`config.mk`:
```
export PLATFORM = sky130hd
export DESIGN_NAME = sort_engine_flat
export DESIGN_NICKNAME = d
export VERILOG_FILES = /design/src/rtl/sort_pkg.sv /design/src/rtl/sort_engine_if.sv /design/src/rtl/sort_cmp_swap.sv /design/src/rtl/sort_engine.sv /design/src/flat_wrapper.sv
export SDC_FILE = /design/constraint.sdc
export NUM_CORES = 1
export LEC_CHECK = 0
export CAP_MARGIN = 20
export CELL_PAD_IN_SITES_DETAIL_PLACEMENT = 2
export CELL_PAD_IN_SITES_GLOBAL_PLACEMENT = 2
export CORE_UTILIZATION = 30
export CTS_BUF_LIST = sky130_fd_sc_hd__clkbuf_8
export CTS_CLUSTER_SIZE = 28
export DETAILED_ROUTE_END_ITERATION = 10
export PLACE_DENSITY = 0.68
export SYNTH_ARGS = -nofsm -noshare
export SYNTH_HDL_FRONTEND = slang
export SYNTH_SLANG_ARGS = --single-unit
export TNS_END_PERCENT = 1
```
`constraint.sdc`:
```
create_clock -name clk -period 11.25 [get_ports clk]
set_clock_uncertainty 0.1 [all_clocks]
set_input_delay 2.25 -clock clk [delete_from_list [all_inputs] [get_ports clk]]
set_output_delay 2.25 -clock clk [all_outputs]
set_load 0.05 [all_outputs]
```
`src/rtl/sort_pkg.sv`:
```
// Shared types and width helpers for the bubble-sort engine.
package sort_pkg;

    typedef enum logic [1:0] {
        LOAD  = 2'd0,
        SORT  = 2'd1,
        DRAIN = 2'd2
    } state_t;

    // Pointer / pass-counter width for a given depth.
    function automatic int unsigned ptr_w(input int unsigned depth);
        return (depth <= 2) ? 1 : $clog2(depth);
    endfunction

    // Swap-counter width: must hold the worst case depth*(depth-1)/2.
    function automatic int unsigned swap_w(input int unsigned depth);
        return $clog2(depth * (depth - 1) / 2 + 1);
    endfunction

endpackage

```
`src/rtl/sort_engine_if.sv`:
```
// Load and drain handshake bundle of the sort engine.
interface sort_engine_if #(
    parameter int unsigned WIDTH = 8
);
    logic             in_valid;
    logic             in_ready;
    logic [WIDTH-1:0] in_data;
    logic             desc;
    logic             out_valid;
    logic             out_ready;
    logic [WIDTH-1:0] out_data;

    // Producer/consumer side.
    modport master (
        output in_valid, in_data, desc, out_ready,
        input  in_ready, out_valid, out_data
    );

    // Engine side.
    modport slave (
        input  in_valid, in_data, desc, out_ready,
        output in_ready, out_valid, out_data
    );
endinterface

```
`src/rtl/sort_cmp_swap.sv`:
```
// Compare-exchange cell: lo_out is the element that belongs first in sort order.
module sort_cmp_swap #(
    parameter int unsigned WIDTH = 8
) (
    input  logic [WIDTH-1:0] a,
    input  logic [WIDTH-1:0] b,
    input  logic             desc,
    output logic [WIDTH-1:0] lo_out,
    output logic [WIDTH-1:0] hi_out,
    output logic             swap
);
    // Equal elements never swap, keeping the sort stable.
    always_comb begin
        swap   = desc ? (a < b) : (a > b);
        lo_out = swap ? b : a;
        hi_out = swap ? a : b;
    end
endmodule

```
`src/rtl/sort_engine.sv`:
```
// In-place bubble sorter: load DEPTH words, sort one pair per clock, drain in order.
module sort_engine
    import sort_pkg::*;
#(
    parameter int unsigned WIDTH = 8,
    parameter int unsigned DEPTH = 8
) (
    input  logic                       clk,
    input  logic                       reset,
    sort_engine_if.slave               bus,
    output logic                       busy,
    output logic                       done,
    output logic [swap_w(DEPTH)-1:0]   swaps,
    output logic [ptr_w(DEPTH)-1:0]    passes
);
    localparam int unsigned PW = ptr_w(DEPTH);
    localparam int unsigned SW = swap_w(DEPTH);

    state_t           state, state_nxt;
    logic [WIDTH-1:0] slots [DEPTH];
    logic [PW-1:0]    wr_ptr, rd_ptr, j, k, j1;
    logic             desc_q, swapped_in_pass;

    logic             in_fire, out_fire, load_last, drain_last;
    logic             pass_end, sort_stop;
    logic [WIDTH-1:0] lo_val, hi_val;
    logic             swap;

    assign j1         = j + PW'(1);
    assign in_fire    = bus.in_valid  && (state == LOAD);
    assign out_fire   = bus.out_ready && (state == DRAIN);
    assign load_last  = in_fire  && (wr_ptr == PW'(DEPTH - 1));
    assign drain_last = out_fire && (rd_ptr == PW'(DEPTH - 1));
    assign pass_end   = (j == (PW'(DEPTH - 2) - k));
    assign sort_stop  = pass_end && (!(swapped_in_pass || swap) || (k == PW'(DEPTH - 2)));
    assign bus.out_data = slots[rd_ptr];

    sort_cmp_swap #(.WIDTH(WIDTH)) u_cmp (
        .a      (slots[j]),
        .b      (slots[j1]),
        .desc   (desc_q),
        .lo_out (lo_val),
        .hi_out (hi_val),
        .swap   (swap)
    );

    // State register.
    always_ff @(posedge clk) begin
        if (reset) state <= LOAD;
        else       state <= state_nxt;
    end

    // Next-state decode.
    always_comb begin
        state_nxt = state;
        case (state)
            LOAD:    if (load_last)  state_nxt = SORT;
            SORT:    if (sort_stop)  state_nxt = DRAIN;
            DRAIN:   if (drain_last) state_nxt = LOAD;
            default: state_nxt = LOAD;
        endcase
    end

    // Status flags registered from the next state so they align with it.
    always_ff @(posedge clk) begin
        if (reset) begin
            bus.in_ready  <= 1'b1;
            bus.out_valid <= 1'b0;
            busy          <= 1'b0;
            done          <= 1'b0;
        end else begin
            bus.in_ready  <= (state_nxt == LOAD);
            bus.out_valid <= (state_nxt == DRAIN);
            busy          <= (state_nxt == SORT);
            done          <= (state == SORT) && (state_nxt == DRAIN);
        end
    end

    // Storage, pointers and sort counters.
    always_ff @(posedge clk) begin
        if (reset) begin
            for (int i = 0; i < int'(DEPTH); i++) slots[i] <= '0;
            wr_ptr          <= '0;
            rd_ptr          <= '0;
            j               <= '0;
            k               <= '0;
            swaps           <= '0;
            passes          <= '0;
            desc_q          <= 1'b0;
            swapped_in_pass <= 1'b0;
        end else begin
            case (state)
                LOAD: begin
                    if (in_fire) begin
                        slots[wr_ptr] <= bus.in_data;
                        wr_ptr        <= wr_ptr + PW'(1);
                    end
                    if (load_last) begin
                        wr_ptr          <= '0;
                        desc_q          <= bus.desc;
                        j               <= '0;
                        k               <= '0;
                        swaps           <= '0;
                        passes          <= '0;
                        swapped_in_pass <= 1'b0;
                    end
                end
                SORT: begin
                    if (swap) begin
                        slots[j]        <= lo_val;
                        slots[j1]       <= hi_val;
                        swaps           <= swaps + SW'(1);
                        swapped_in_pass <= 1'b1;
                    end
                    if (pass_end) begin
                        passes          <= passes + PW'(1);
                        j               <= '0;
                        k               <= k + PW'(1);
                        swapped_in_pass <= 1'b0;
                    end else begin
                        j <= j1;
                    end
                end
                DRAIN: begin
                    if (out_fire) rd_ptr <= drain_last ? '0 : rd_ptr + PW'(1);
                end
                default: ;
            endcase
        end
    end
endmodule

```
`src/flat_wrapper.sv`:
```
// flat-port wrapper written by rule: the top's interface ports become plain ports
module sort_engine_flat import sort_pkg::*;
#(
    parameter int unsigned WIDTH = 8,
    parameter int unsigned DEPTH = 8
)
  (clk, reset, busy, done, swaps, passes, bus_in_valid, bus_in_data, bus_desc, bus_out_ready, bus_in_ready, bus_out_valid, bus_out_data);
  sort_engine_if #(.WIDTH(WIDTH)) bus_i ();
  input  logic clk;
  input  logic reset;
  output logic busy;
  output logic done;
  output logic [swap_w(DEPTH)-1:0] swaps;
  output logic [ptr_w(DEPTH)-1:0] passes;
  input wire logic [$bits(bus_i.in_valid)-1:0] bus_in_valid;
  input wire logic [$bits(bus_i.in_data)-1:0] bus_in_data;
  input wire logic [$bits(bus_i.desc)-1:0] bus_desc;
  input wire logic [$bits(bus_i.out_ready)-1:0] bus_out_ready;
  output wire logic [$bits(bus_i.in_ready)-1:0] bus_in_ready;
  output wire logic [$bits(bus_i.out_valid)-1:0] bus_out_valid;
  output wire logic [$bits(bus_i.out_data)-1:0] bus_out_data;
  assign bus_i.in_valid = bus_in_valid;
  assign bus_i.in_data = bus_in_data;
  assign bus_i.desc = bus_desc;
  assign bus_i.out_ready = bus_out_ready;
  assign bus_in_ready = bus_i.in_ready;
  assign bus_out_valid = bus_i.out_valid;
  assign bus_out_data = bus_i.out_data;
  sort_engine #(.WIDTH(WIDTH), .DEPTH(DEPTH)) u_core (.clk(clk), .reset(reset), .bus(bus_i), .busy(busy), .done(done), .swaps(swaps), .passes(passes));
endmodule
```
# Word-level counts from Yosys, hierarchy flattened
# Memories as Yosys holds them, arrays and structs flattened. A register that Yosys moved wholly into a read port is not among the register bits.
# Index checks and enable logic that the tools add are counted.
[word_totals]
ram_bits = 64
out_inout_bits = 20
regBits = 28
elab_cells = 105
mem_count = 1
[classes]
addsub = 7
muxes = 47
order_cmp = 2
eq_ne = 12
reduce_logical = 23
[mem_list]
columns = ["name", "words", "word_bits", "rd", "rd_ports_with_merged_regs", "wr", "line", "text"]
rows = [
  ["u_core.slots", 8, 8, 3, 2, 8, "sort_engine.sv:20", "logic [WIDTH-1:0] slots [DEPTH];"],
]
[op_table]
columns = ["cell", "count"]
rows = [
  ["3-bit 2-to-1 mux", 14],
  ["8-bit 2-to-1 mux", 5],
  ["8-bit OR reduction", 3],
  ["3-bit case mux with 2 select lines", 3],
  ["1-bit 2-to-1 mux", 17],
  ["3-bit by 1-bit adder with 3-bit output, second input constant", 5],
  ["5-bit 2-to-1 mux", 2],
  ["5-bit case mux with 2 select lines", 1],
  ["3-bit == test, second input constant", 3],
  ["3-bit AND reduction", 3],
  ["8-bit greater-than comparator", 1],
  ["8-bit less-than comparator", 1],
  ["2-bit AND reduction", 4],
  ["1-bit logical AND", 6],
  ["2-bit 2-to-1 mux", 3],
  ["2-bit by 1-bit inequality test with 1-bit output, second input constant", 3],
  ["2-bit case mux with 3 select lines", 1],
  ["5-bit by 1-bit adder with 5-bit output, second input constant", 1],
  ["2-bit by 1-bit == test with 1-bit output, second input constant", 2],
  ["2-bit == test, second input constant", 2],
  ["2-bit zero test", 2],
  ["2-bit nonzero test", 2],
  ["3-bit == test", 1],
  ["3-bit by 1-bit inequality test with 1-bit output, second input constant", 1],
  ["other kinds (4)", 5],
]

# Logic depth before layout (Yosys ltp)
# An unclocked memory read counts as a cell.
[logic_depth]
depth_word = 12
depth_mapped = 18
depth_no_buf = 14

# Cells and area by module
# Synthesis repeated with hierarchy kept, for this count alone.
[hier_totals]
hier_cells = 602
area_unflattened_um2 = 6720.2
[by_module_without_submodules]
columns = ["mod", "instances", "area_per_inst_um2", "cells_each"]
rows = [
  ["sort_engine", 1, 6247.2, 552],
  ["sort_cmp_swap", 1, 473.0, 50],
]

# Worst setup path before layout
# Ideal clock, no wire load.
[synth_timing]
kind = "register to output"
from = "register (tool-made name)"
to = "output port bus_out_data[0]"
arrival_ps = 1919
setup_slack_ps = 6981
required_ps = 8900
stages_incl_launch_ff = 5
cell_sequence = "dfxtp_1 > clkbuf_1 > buf_2 > mux4_2 > mux2_2"
[synth_lines]
columns = ["element", "line", "text"]
rows = [
  ["end: declaration", "flat_wrapper.sv:21", "output wire logic [$bits(bus_i.out_data)-1:0] bus_out_data;"],
]

==> reports/results.tsv <==
metric	value	unit
status	complete, no violations	
fin crit share	0.483	
Mapped Cells	507	
Die H	146	um
number of synthesized flops with an enable pin	64	
residual DRC count	0	
Via density	5.88	
worst hold path startpoint	u_core.rd_ptr[1]	
largest stage delay on the critical path	610	ps
FF+latch count, synth	98	
critical-path cell list	ha_1 > xnor2_1 > nand2b_1 > o22ai_1 > or2_2 > inv_1 > ha_1 > a21o_1 > a21oi_1 > nor2b_1 > o31a_4 > o21ai_2 > o32a_1 > nand3b_1	
FMAX	0.184	GHz
clock buffer depth	2	
Syn. warnings	0	
CP bufs+invs	1	
Post-CTS Hold Buffers	0	
critical path's top delay family	compound AO/OA/AOI/OAI gates	
commonest non-fill, non-tap cell in the layout	o22ai_1	
1st-pass router iterations	5	
Yosys top cell by area	edfxtp_1	
total of max-cap violations	0	
clock-pin slew on the worst setup and hold paths	100	ps
Initial Util	0.306	
CP arrival	5360	ps
vias in the first global route	4954	
core box area	20200	sq um
M3 GR Usage	0.0307	
hold endpoint	u_core.rd_ptr[1]	
syn avg cell area	12.2	sq um
CTS tree	done	
Via Count	4666	
Area contributors post-synth	edfxtp_1 (31%), mux4_2 (12%), dfxtp_1 (11%)	
routability cong.	0.871	
Multi-input gate area	3290	sq um
# clock sinks	98	
Die W	146	um
post-CTS sizing	0	
Critical Path Sink Type	register	
post-synthesis cell area	6200	sq um
sequential share of the synthesized area	0.420	
# nets final	549	
Post-synth ARST share	0	
setup violators final	0	
PD cells	114	nW/um^2
met2 Usage GRT	0.358	
Yosys cell types	52	
most frequent cells in the layout	o22ai_1 (80), edfxtp_1 (64), mux2i_1 (37), dfxtp_1 (33)	
antenna violations before repair	0	
root cell of the clock tree	clkbuf_8	
drt total wl	22100	um
peak supply drop	0.0514	mV
routed len/inst	27.9	um
Routed Antenna Nets	0	
total power	781	uW
hpwl dp	16000	um
GRT Total Usage	0.213	
n_diodes	0	
top_reg_cell synth	edfxtp_1	
synth-to-layout area growth	10.3	%
Syn Nets	538	
total gr overflow	0	
top cell type's share of synthesized area	0.310	
min Tclk post-route	5440	ps
Crit path top cell by count	ha_1	
Slew @ Worst Pin	1120	ps
share of layout cells above drive strength 1	0.201	
R2R cell count	14	
site row count	52	
Crit path required time	11170	ps
first-pass GRT wire length	32500	um
Critical Path Fanout Max	13	
RSZ-0062 raised after global routing	no	
CP Launch Type	register	
GRT busiest layer	met2	
Worst-Skew Late Latency	400	ps
Post-CTS Setup Repair Bufs	0	
worst flop-to-flop path startpoint	u_core.j[1]	
Worst Hold Class	register to register	
largest net degree at the start of global routing	45	
slowest CP cell	o32a_1	
FF/Latch Area	2600	sq um
PortBufs	32	
r2r endpoint	u_core.slots[2][1]	
total CTS buffers	9	
Static Leak	0.00212	uW
r2r setup slk	5810	ps
1st-iter DRT viols	419	
Slew Viols, Final	0	
worst hold stages	2	
setup tns final	0	ps
M1 GR Usage	0.273	
H-tree levels	3	
Crit Path Category	register to register	
Fillers	2114	
Slew headroom	0.248	
Ports	33	
final number of hold-violating endpoints	0	
Die ar.	21200	sq um
-- worst max path at each step --
stage | startpoint | endpoint | slack [ps] | cells after the start
2_1_floorplan | register | bus_out_data[0] | 6980 | 4
4_1_cts | u_core.j[1] | u_core.slots[2][4] | 5850 | 14
5_1_grt | u_core.j[1] | u_core.slots[2][1] | 5610 | 14
6_report | u_core.j[1] | u_core.slots[2][1] | 5810 | 14
3_5_place_dp | u_core.j[1] | u_core.slots[2][4] | 5890 | 14
3_3_place_gp | u_core.j[1] | u_core.slots[6][5] | 6070 | 14
-- cells in the mapped netlist (3+ instances only) --
library cell  instances
buf_2                 6
mux2i_1              37
a21o_1                3
o32a_1                5
mux2i_4               6
nand3b_1              9
nand3_1               6
o22ai_1              80
ha_1                 18
mux4_2               32
or3_1                11
mux2i_2               8
buf_6                14
nand2b_1             10
buf_1                 3
clkbuf_1             11
mux2_2               15
nor2_1               27
xnor2_1               6
o21ai_0               3
inv_1                12
a22oi_1               4
a21oi_1              17
o31ai_2               4
dfxtp_1              34
xor2_1                3
nor2b_1               3
or2_2                 8
edfxtp_1             64
nand2_1              16
nor3_1                5
-- flip-flops by register name, indices dropped and copies added, names as in the netlist, named ones only --
signal	count
u_core.k	3
u_core.desc_q	1
u_core.state	2
u_core.bus.out_valid	1
u_core.slots	64
u_core.wr_ptr	3
u_core.passes	3
u_core.bus.in_ready	1
u_core.j	3
u_core.rd_ptr	3
u_core.swapped_in_pass	1
u_core.done	1
u_core.swaps	5
u_core.busy	1
-- worst register-to-register path, stage by stage, from the launching register on --
cell,delay [ps]
dfxtp_1,600
ha_1,330
xnor2_1,110
nand2b_1,500
o22ai_1,210
or2_2,360
inv_1,80
ha_1,240
a21o_1,210
a21oi_1,170
nor2b_1,110
o31a_4,410
o21ai_2,540
o32a_1,610
nand3b_1,480
-- power by group --
part           total [uW]  internal (uW)  switching [uW]
Sequential            407            395            12.4
Combinational         132           50.4            81.4
Clock                 241            102             139
Total                 781            548             233
-- through the flow --
| stage | setup slack [ps] | cell area, sq um | std cells | hold WS (ps) | util |
|---|---|---|---|---|---|
| floorplan | 6980 | 6200 | 507 | 354 | - |
| global placement | 6070 | 6640 | 777 | 368 | 0.328 |
| detailed placement | 5890 | 6640 | 777 | 375 | 0.328 |
| CTS | 5850 | 6830 | 793 | 393 | 0.338 |
| global route | 5610 | 6830 | 793 | 418 | 0.338 |
| finish | 5810 | 6830 | 793 | 391 | 0.338 |
-- logic make-up after synthesis --
logic type,Yosys count,share of synthesized area
adder cells (fa/ha/maj),18,0.0363
buffers and inverters,50,0.0501
multiplexers,98,0.243
AO/OA/AOI/OAI,130,0.146
flip-flops,98,0.420
XOR/XNOR,9,0.0127
AND/OR/NAND/NOR,104,0.0923
-- per-layer routing --
layer | vias up | part of all wire
met3 | 40 | 0.052
met2 | 153 | 0.49
met5 | - | 0
met1 | 2438 | 0.43
met4 | 0 | 0.033
li1 | 2035 | -
-- area by class of cell --
class	instances	area share
well taps	270	0.0495
inverters	12	0.00659
clock inverters	7	0.0101
multi-input cells	359	0.481
clock buffers	9	0.0181
repair buffers	38	0.0535
flip-flops and latches	98	0.381
No activity file was read; power rests on OpenSTA's default activity.
